--- config.mk ---
export PLATFORM = sky130hd
export DESIGN_NAME = nes_pad_reader
export DESIGN_NICKNAME = d
export VERILOG_FILES = /design/src/rtl/nes_pad_pkg.sv /design/src/rtl/nes_pad_shift.sv /design/src/rtl/nes_pad_reader.sv
export SDC_FILE = /design/constraint.sdc
export NUM_CORES = 1
export LEC_CHECK = 0
export CAP_MARGIN = 15
export CORE_MARGIN = 4
export CORE_UTILIZATION = 50
export CTS_BUF_LIST = sky130_fd_sc_hd__clkbuf_2
export DETAILED_ROUTE_END_ITERATION = 16
export GPL_ROUTABILITY_DRIVEN = 0
export PLACE_DENSITY = 0.78
export SYNTH_ARGS = -nofsm -noshare
export SYNTH_HDL_FRONTEND = slang
export SYNTH_SLANG_ARGS = --single-unit
--- constraint.sdc ---
create_clock -name clk_new -period 1.9 [get_ports clk_new]
set_input_delay 0.38 -clock clk_new [delete_from_list [all_inputs] [get_ports clk_new]]
set_output_delay 0.38 -clock clk_new [all_outputs]
set_load 0.005 [all_outputs]
--- src/rtl/nes_pad_pkg.sv ---
// nes_pad_pkg: shared FSM encoding, button indices and minimum frame length helper
package nes_pad_pkg;
   typedef enum logic [2:0] {
      IDLE     = 3'd0,
      LATCH    = 3'd1,
      SHIFT_LO = 3'd2,
      SHIFT_HI = 3'd3,
      DONE     = 3'd4
   } state_t;
   localparam int BTN_A      = 0;
   localparam int BTN_B      = 1;
   localparam int BTN_SELECT = 2;
   localparam int BTN_START  = 3;
   localparam int BTN_UP     = 4;
   localparam int BTN_DOWN   = 5;
   localparam int BTN_LEFT   = 6;
   localparam int BTN_RIGHT  = 7;
   function automatic int min_frame_cyc(input int latch_cyc, input int half_per, input int n_btn);
      return latch_cyc + 2 * half_per * n_btn + 2;
   endfunction
endpackage

--- src/rtl/nes_pad_shift.sv ---
// nes_pad_shift: one pad's shadow capture, published button register and newly-pressed flags
module nes_pad_shift
   import nes_pad_pkg::*;
#(
   parameter int N_BTN = 8,
   parameter int BW    = 3
) (
   input  logic             clk_new,
   input  logic             reset,
   input  logic             i_data,
   input  logic             i_sample,
   input  logic             i_load,
   input  logic [BW-1:0]    i_bit,
   output logic [N_BTN-1:0] o_buttons,
   output logic [N_BTN-1:0] o_pressed
);
   logic [N_BTN-1:0] r_shadow, r_buttons, r_pressed;
   always_ff @(posedge clk_new) begin
      if (reset) begin
         r_shadow  <= '0;
         r_buttons <= '0;
         r_pressed <= '0;
      end else begin
         if (i_sample) r_shadow[i_bit] <= i_data;
         if (i_load) r_buttons <= r_shadow;
         r_pressed <= i_load ? r_shadow & ~r_buttons : '0;
      end
   end
   assign o_buttons = r_buttons;
   assign o_pressed = r_pressed;
endmodule

--- src/rtl/nes_pad_reader.sv ---
// nes_pad_reader: frame-paced latch/pulse poller capturing N_CH serial pads in parallel
module nes_pad_reader
   import nes_pad_pkg::*;
#(
   parameter int N_CH       = 2,
   parameter int N_BTN      = 8,
   parameter int LATCH_CYC  = 2,
   parameter int HALF_PER   = 1,
   parameter int FRAME_CYC  = 1634,
   parameter int ACTIVE_LOW = 1
) (
   input  logic                  clk_new,
   input  logic                  reset,
   input  logic                  enable,
   input  logic [N_CH-1:0]       data,
   output logic                  latch,
   output logic                  pulse,
   output logic [N_CH*N_BTN-1:0] buttons,
   output logic [N_CH*N_BTN-1:0] pressed,
   output logic                  frame_valid,
   output logic                  busy
);
   localparam int CW = $clog2(FRAME_CYC);
   localparam int BW = N_BTN > 1 ? $clog2(N_BTN) : 1;
   localparam int PW = $clog2((LATCH_CYC > HALF_PER ? LATCH_CYC : HALF_PER) + 1);
   if (FRAME_CYC < min_frame_cyc(LATCH_CYC, HALF_PER, N_BTN)) begin : g_frame_chk
      $error("FRAME_CYC too short for LATCH_CYC, HALF_PER and N_BTN");
   end
   state_t        r_state, w_nxt;
   logic [CW-1:0] r_cnt;
   logic [PW-1:0] r_ph;
   logic [BW-1:0] r_bit;
   logic          r_latch, r_pulse;
   logic          w_ph_end, w_last, w_sample, w_load;
   assign w_ph_end = r_ph == PW'(r_state == LATCH ? LATCH_CYC - 1 : HALF_PER - 1);
   assign w_last   = r_bit == BW'(N_BTN - 1);
   assign w_sample = r_state == SHIFT_LO && w_ph_end;
   assign w_load   = r_state == SHIFT_HI && w_ph_end && w_last;
   always_comb begin
      w_nxt = r_state;
      case (r_state)
         IDLE:     if (r_cnt == '0 && enable) w_nxt = LATCH;
         LATCH:    if (w_ph_end) w_nxt = SHIFT_LO;
         SHIFT_LO: if (w_ph_end) w_nxt = SHIFT_HI;
         SHIFT_HI: if (w_ph_end) w_nxt = w_last ? DONE : SHIFT_LO;
         default:  w_nxt = IDLE;
      endcase
   end
   // latch/pulse flops are loaded from the next state so they line up with r_state
   always_ff @(posedge clk_new) begin
      if (reset) begin
         r_state <= IDLE;
         r_cnt   <= '0;
         r_ph    <= '0;
         r_bit   <= '0;
         r_latch <= 1'b0;
         r_pulse <= 1'b0;
      end else begin
         r_state <= w_nxt;
         r_cnt   <= r_cnt == CW'(FRAME_CYC - 1) ? '0 : r_cnt + 1'b1;
         r_ph    <= w_nxt != r_state ? '0 : r_ph + 1'b1;
         r_bit   <= r_state == LATCH ? '0 : (r_state == SHIFT_HI && w_ph_end && !w_last) ? r_bit + 1'b1 : r_bit;
         r_latch <= w_nxt == LATCH;
         r_pulse <= w_nxt == SHIFT_HI;
      end
   end
   assign latch       = r_latch;
   assign pulse       = r_pulse;
   assign frame_valid = r_state == DONE;
   assign busy        = r_state != IDLE;
   for (genvar i = 0; i < N_CH; i++) begin : g_ch
      nes_pad_shift #(.N_BTN(N_BTN), .BW(BW)) u_shift (
         .clk_new  (clk_new),
         .reset    (reset),
         .i_data   (data[i] ^ (ACTIVE_LOW != 0)),
         .i_sample (w_sample),
         .i_load   (w_load),
         .i_bit    (r_bit),
         .o_buttons(buttons[i*N_BTN +: N_BTN]),
         .o_pressed(pressed[i*N_BTN +: N_BTN])
      );
   end
endmodule

# Word-level counts from Yosys, hierarchy flattened
# Index checks and enable logic that the tools add are counted.
# Widths: inputs -> output; s select.
[word_totals] in_bits=5 regBits=69 out_inout_bits=36 elab_cells=59
[classes] order_cmp=2 n_eq_ne=10 add_sub_neg=3 bitwise_logic=7 n_reduce_logical=14 n_mux=11
[op_table] operator="$and 8x8->8" n=2
[op_table] operator="$bwmux 8" n=2
[op_table] operator="$not 8->8" n=2
[op_table] operator="$mux 3" n=5
[op_table] operator="$pmux 3 s4" n=1
[op_table] operator="$add 11x1->11 const B" n=1
[op_table] operator="$eq 11x11->1 const B" n=1
[op_table] operator="$logic_not 11->1" n=1
[op_table] operator="$eq 3x2->1 const B" n=3
[op_table] operator="$reduce_or 2->1" n=4
[op_table] operator="$eq 3x1->1 const B" n=2
[op_table] operator="$eq 3x3->1 const B" n=2
[op_table] operator="$logic_and 1x1->1" n=6
[op_table] operator="$lt 3x4->1 const B" n=1
[op_table] operator="$add 3x1->3 const B" n=1
[op_table] operator="$demux 1 s3" n=1
[op_table] operator="$ge 3x1->1 const B" n=1
[op_table] operator="$logic_not 3->1" n=1
[op_table] operator="$ne 3x3->1" n=1
[op_table] operator="$not 1->1" n=3
[op_table] operator="$reduce_bool 3->1" n=1
[op_table] operator="$add 2x1->2 const B" n=1
[op_table] operator="$eq 2x1->1" n=1
[op_table] operator="$mux 1" n=2
[op_table] operator="$logic_not 1->1" n=1

# Depth between registers and ports, before layout
[depth] depth_word=7 ltp_mapped=8 ltp_nobuf=6

# By module
# Synthesis repeated with hierarchy kept, for this count alone.
[unflattened] hier_cells=269 hier_area_um2=2897.8
[by_module_without_submodules] mod="nes_pad_shift" seq_area_each_um2=480.5 area_per_inst_um2=965.9 n_inst=2 cells_each=79
[by_module_without_submodules] mod="nes_pad_reader" seq_area_each_um2=420.4 area_per_inst_um2=965.9 n_inst=1 cells_each=111

# Worst setup path after synthesis
# No wires, ideal clock.
[synth_timing] path_kind="register to register" start="register r_bit[2]" end="register g_ch[0].u_shift.r_pressed[1]" path_buffers=3 slack_ps=44 path_stages_with_launch=8 setup_ps=80 required_ps=1820 synth_period_minus_slack_ps=1856 t_arrival_ps=1776 path_cell_list="dfxtp_1 ha_1 nand3b_1 buf_2 or2_2 buf_6 buf_6 nor3b_1"
[synth_via] elab_chain_cells=4
[synth_rtl] item="start, declared" line="nes_pad_reader.sv:32" text="logic [BW-1:0] r_bit;"
[synth_rtl] item="start signal, assigned" line="nes_pad_reader.sv:62" text="r_bit <= r_state == LATCH ? '0 : (r_state == SHIFT_HI && w_ph_end && !w_last) ? r_bit + 1'b1 : r_bit;"
[synth_rtl] item="$eq 3x3->1" line="nes_pad_reader.sv:36" text="assign w_last = r_bit == BW'(N_BTN - 1);"
[synth_rtl] item="$logic_and 1x1->1" line="nes_pad_reader.sv:38" text="assign w_load = r_state == SHIFT_HI && w_ph_end && w_last;"
[synth_rtl] item="$not 1->1 (no source line)"
[synth_rtl] item="$reduce_or 2->1 (no source line)"
[synth_rtl] item="end signal, assigned" line="nes_pad_shift.sv:26" text="r_pressed <= i_load ? r_shadow & ~r_buttons : '0;"
[synth_rtl] item="end, declared" line="nes_pad_shift.sv:17" text="logic [N_BTN-1:0] r_shadow, r_buttons, r_pressed;"
# Every way passes these cells.
# A chain may end at the register's enable or synchronous reset.

# Final worst setup path
[layout_timing] start="register r_state[0]" end="register g_ch[0].u_shift.r_shadow[5]"
[layout_via] elab_chain_cells=4 elab_cells_between_ends=5 classes_between="3 x eq/ne; 1 x mux; 1 x reduce/logical"
[layout_rtl] item="start, declared" line="nes_pad_reader.sv:29" text="state_t r_state, w_nxt;"
[layout_rtl] item="start signal, assigned" line="nes_pad_reader.sv:59" text="r_state <= w_nxt;"
[layout_rtl] item="$eq 3x1->1" line="nes_pad_reader.sv:35" text="assign w_ph_end = r_ph == PW'(r_state == LATCH ? LATCH_CYC - 1 : HALF_PER - 1);"
[layout_rtl] item="$mux 1" line="nes_pad_reader.sv:35"
[layout_rtl] item="$eq 2x1->1" line="nes_pad_reader.sv:35"
[layout_rtl] item="$logic_and 1x1->1 (*)" line="nes_pad_reader.sv:37" text="assign w_sample = r_state == SHIFT_LO && w_ph_end;"
[layout_rtl] item="end signal, assigned by index" line="nes_pad_shift.sv:24" text="if (i_sample) r_shadow[i_bit] <= i_data;"
[layout_rtl] item="end, declared" line="nes_pad_shift.sv:17"
# Every way passes the cells marked *; elsewhere a longest branch is shown, timed or not.

==> out/qor.txt <==
Top_reg_cell synth - dfxtp_1
Die area - 6810 um2
Startpoint types - flip-flop
Clk buf depth - 2
Pins Over Slew Limit - 0
DRC violations left - 0
First-pass GRT wire length - 8.98 mm
Post-synthesis cell count - 266
Grt ovf - 0
Crit-path cells - or4b_1 -> buf_6 -> nor3b_4 -> nand3b_1 -> mux2i_1
Max stage delay on crit path - 0.54 ns
H-tree depth - 3
Asr flop ratio synth - 0
Ys Warns - 0
DP HPWL - 3.70 mm
Worst Tran Pin Value - 0.375 ns
Hold Crit Depth - 1
Period utilization - 0.951
Synthesis-stage register bit count - 69
Initial antenna violation count - 0
Detailed Routing Iterations Pass 1 - 4
CTS tree - yes
Synth Cell Area - 2780 um2
FP Rows - 26
Commonest non-fill, non-tap cell in the layout - dfxtp_1
Ant diodes - 0
Final Setup Violations - 0
Layout cell share with drive strength beyond 1 - 0.143
Design Power - 2.57 mW
Crit-path leading delay family - simple AND/OR/NAND/NOR gates
TNS Setup - 0 ns
Max-cap violations - 0
Tmin final - 1.81 ns
Die height - 82.5 um
Avg Inst Size Synth - 10.4 um2
Unrepaired setup endpoints after global routing - true
Vias in the first global route - 1,944
Commonest non-fill, non-tap cells in the layout - dfxtp_1, nor2_1, clkdlybuf4s50_1
WP buf/inv - 1
Die X - 82.5 um
Nets - 327
Root buffer cell - clkbuf_2
Slowest cell on crit path - or4b_1
R2R cell count - 5
Post-Place Cell Area - 3280 um2
Worst EP arrival - 2.18 ns
Crit. Startpoint - r_state[0]
Hold Vio Cnt, Final - 0
Critical path peak fanout - 6
WP data required - 2.28 ns
Worst Hold Class - flip-flop to flip-flop
Gr usage total - 0.173
Total power per unit cell area - 754 nW/um2
Highest clock rate - 553 MHz
Routed len/inst - 13.3 um
Critical Path Stages - 5
Final ANT Viol Nets - 0
Synth cell types - 41
Static Leak - 1.35 nW
R2R setup slack - 0.09 ns
Drt via density - 5.09
Routed wire length - 5.23 mm
Area grow syn2layout - 22.9%
Final Skew - 0.0164 ns
Crit path capture type - flip-flop
Hold EP - g_ch[0].u_shift.o_pressed[3]
Reg-to-Reg End - g_ch[0].u_shift.r_shadow[5]
Min-Delay Startpoint - g_ch[0].u_shift.o_buttons[3]
Num ports - 41
Syn nets - 276
CORE AREA - 5240 um2
Slew headroom - 0.750
EDFF count, synth - 0
Post-synthesis sequential area ratio - 0.498
Largest net degree at the start of global routing - 22
DRT iter0 DRCs - 108
Final instance area - 3410 um2
Vias - 1,995
Clock Sink Count - 69
Peak VDD IR - 0.526 mV
Status - finished, final reports clean
WHS - 0.457 ns
Port bufs - 40
Clock Latency Late Sink - 0.46 ns
WS Path Type - flip-flop to flip-flop
Hold_buf cts - 0
Crit Reg-Reg Startpoint - r_state[0]
Initial Utilization - 0.530
Clk slew on worst S/H paths - 0.19 ns
Filler instances - 426
CTS buffer count - 9
[cell usage after synthesis, types with 2 or more instances]
cell       n  area share
and4_1     2      0.0063
a211oi_1  11       0.030
clkbuf_1   7      0.0095
buf_2      4      0.0072
buf_6      4       0.016
xnor2_1    5       0.016
mux2i_1   22       0.079
nor4_1     2      0.0045
dfxtp_1   69        0.50
and3_1     2      0.0045
nand3_1    5      0.0090
nand4_1    3      0.0068
nor4_4     3       0.023
nor4b_4    2       0.017
nand3b_1   5       0.014
nand2b_1   7       0.016
nor3_1     4      0.0072
a311oi_1   2      0.0063
or2_2      4      0.0090
or3_1      2      0.0045
xor2_1     6       0.019
ha_1       5       0.023
nand2_1    5      0.0068
a21oi_1    3      0.0054
nor2_1    46       0.062
inv_1      4      0.0054
nor3b_1   18       0.049
[logic make-up after synthesis]
logic type,count (synthesis),share of synthesized area
compound gates,22,0.0600
xor+xnor,11,0.0347
fa+ha+maj,5,0.0225
buf+inv,20,0.0397
flops,69,0.498
mux,22,0.0794
simple gates,117,0.266
[per-stage QoR]
stage,utilization,std cells,worst slack [ns]
after floorplan,-,266,0.0439
after global placement,0.626,375,0.159
after detailed placement,0.626,375,0.0908
after CTS,0.648,391,-0.0717
after global routing,0.651,392,-0.00427
final,0.651,392,0.0925
[flip-flops by register name, summed over array words and instances (netlist names)]
name and flops:
r_bit 3, g_ch.u_shift.r_shadow 16, r_cnt 11, g_ch.u_shift.o_pressed 16
r_state 3, r_ph 2, g_ch.u_shift.o_buttons 16, latch 1
pulse 1
[worst max-delay path by stage]
stage,to,slack (ns)
after floorplan,g_ch[0].u_shift.o_pressed[1],0.04
after global placement,r_ph[0],0.16
after detailed placement,g_ch[0].u_shift.r_shadow[4],0.09
after CTS,busy,-0.07
after global routing,busy,-0.004
final,g_ch[0].u_shift.r_shadow[5],0.09
[power breakdown]
part           switching [mW]  internal (mW)
Combinational           0.136          0.131
Clock                   0.514          0.294
Sequential             0.0174           1.48
[layer usage]
layer,part of all wire,wire [um],track usage,vias up
met4,0.018,93,0.0784,0
met3,0.042,222,0.0401,8
met5,0,0,0,-
met1,0.49,2560,0.228,918
li1,-,-,-,1033
met2,0.45,2350,0.268,36
[repair_timing]
action	4_1_cts	5_1_grt
buffers inserted	0	1
pin swaps	0	3
endpoints found under the setup margin	2	4
resized for setup	4	5
cloned	0	0
[final cells by class]
class / instances / area, um2 / area share
Tap cell: 70 / 87.6 / 0.0257
Inverter: 4 / 15.0 / 0.00440
Timing Repair Buffer: 56 / 522 / 0.153
Multi-Input combinational cell: 177 / 1290 / 0.379
Clock inverter: 7 / 66.3 / 0.0194
Sequential cell: 69 / 1380 / 0.405
Clock buffer: 9 / 45.0 / 0.0132
(Power assumes the default switching activity.)
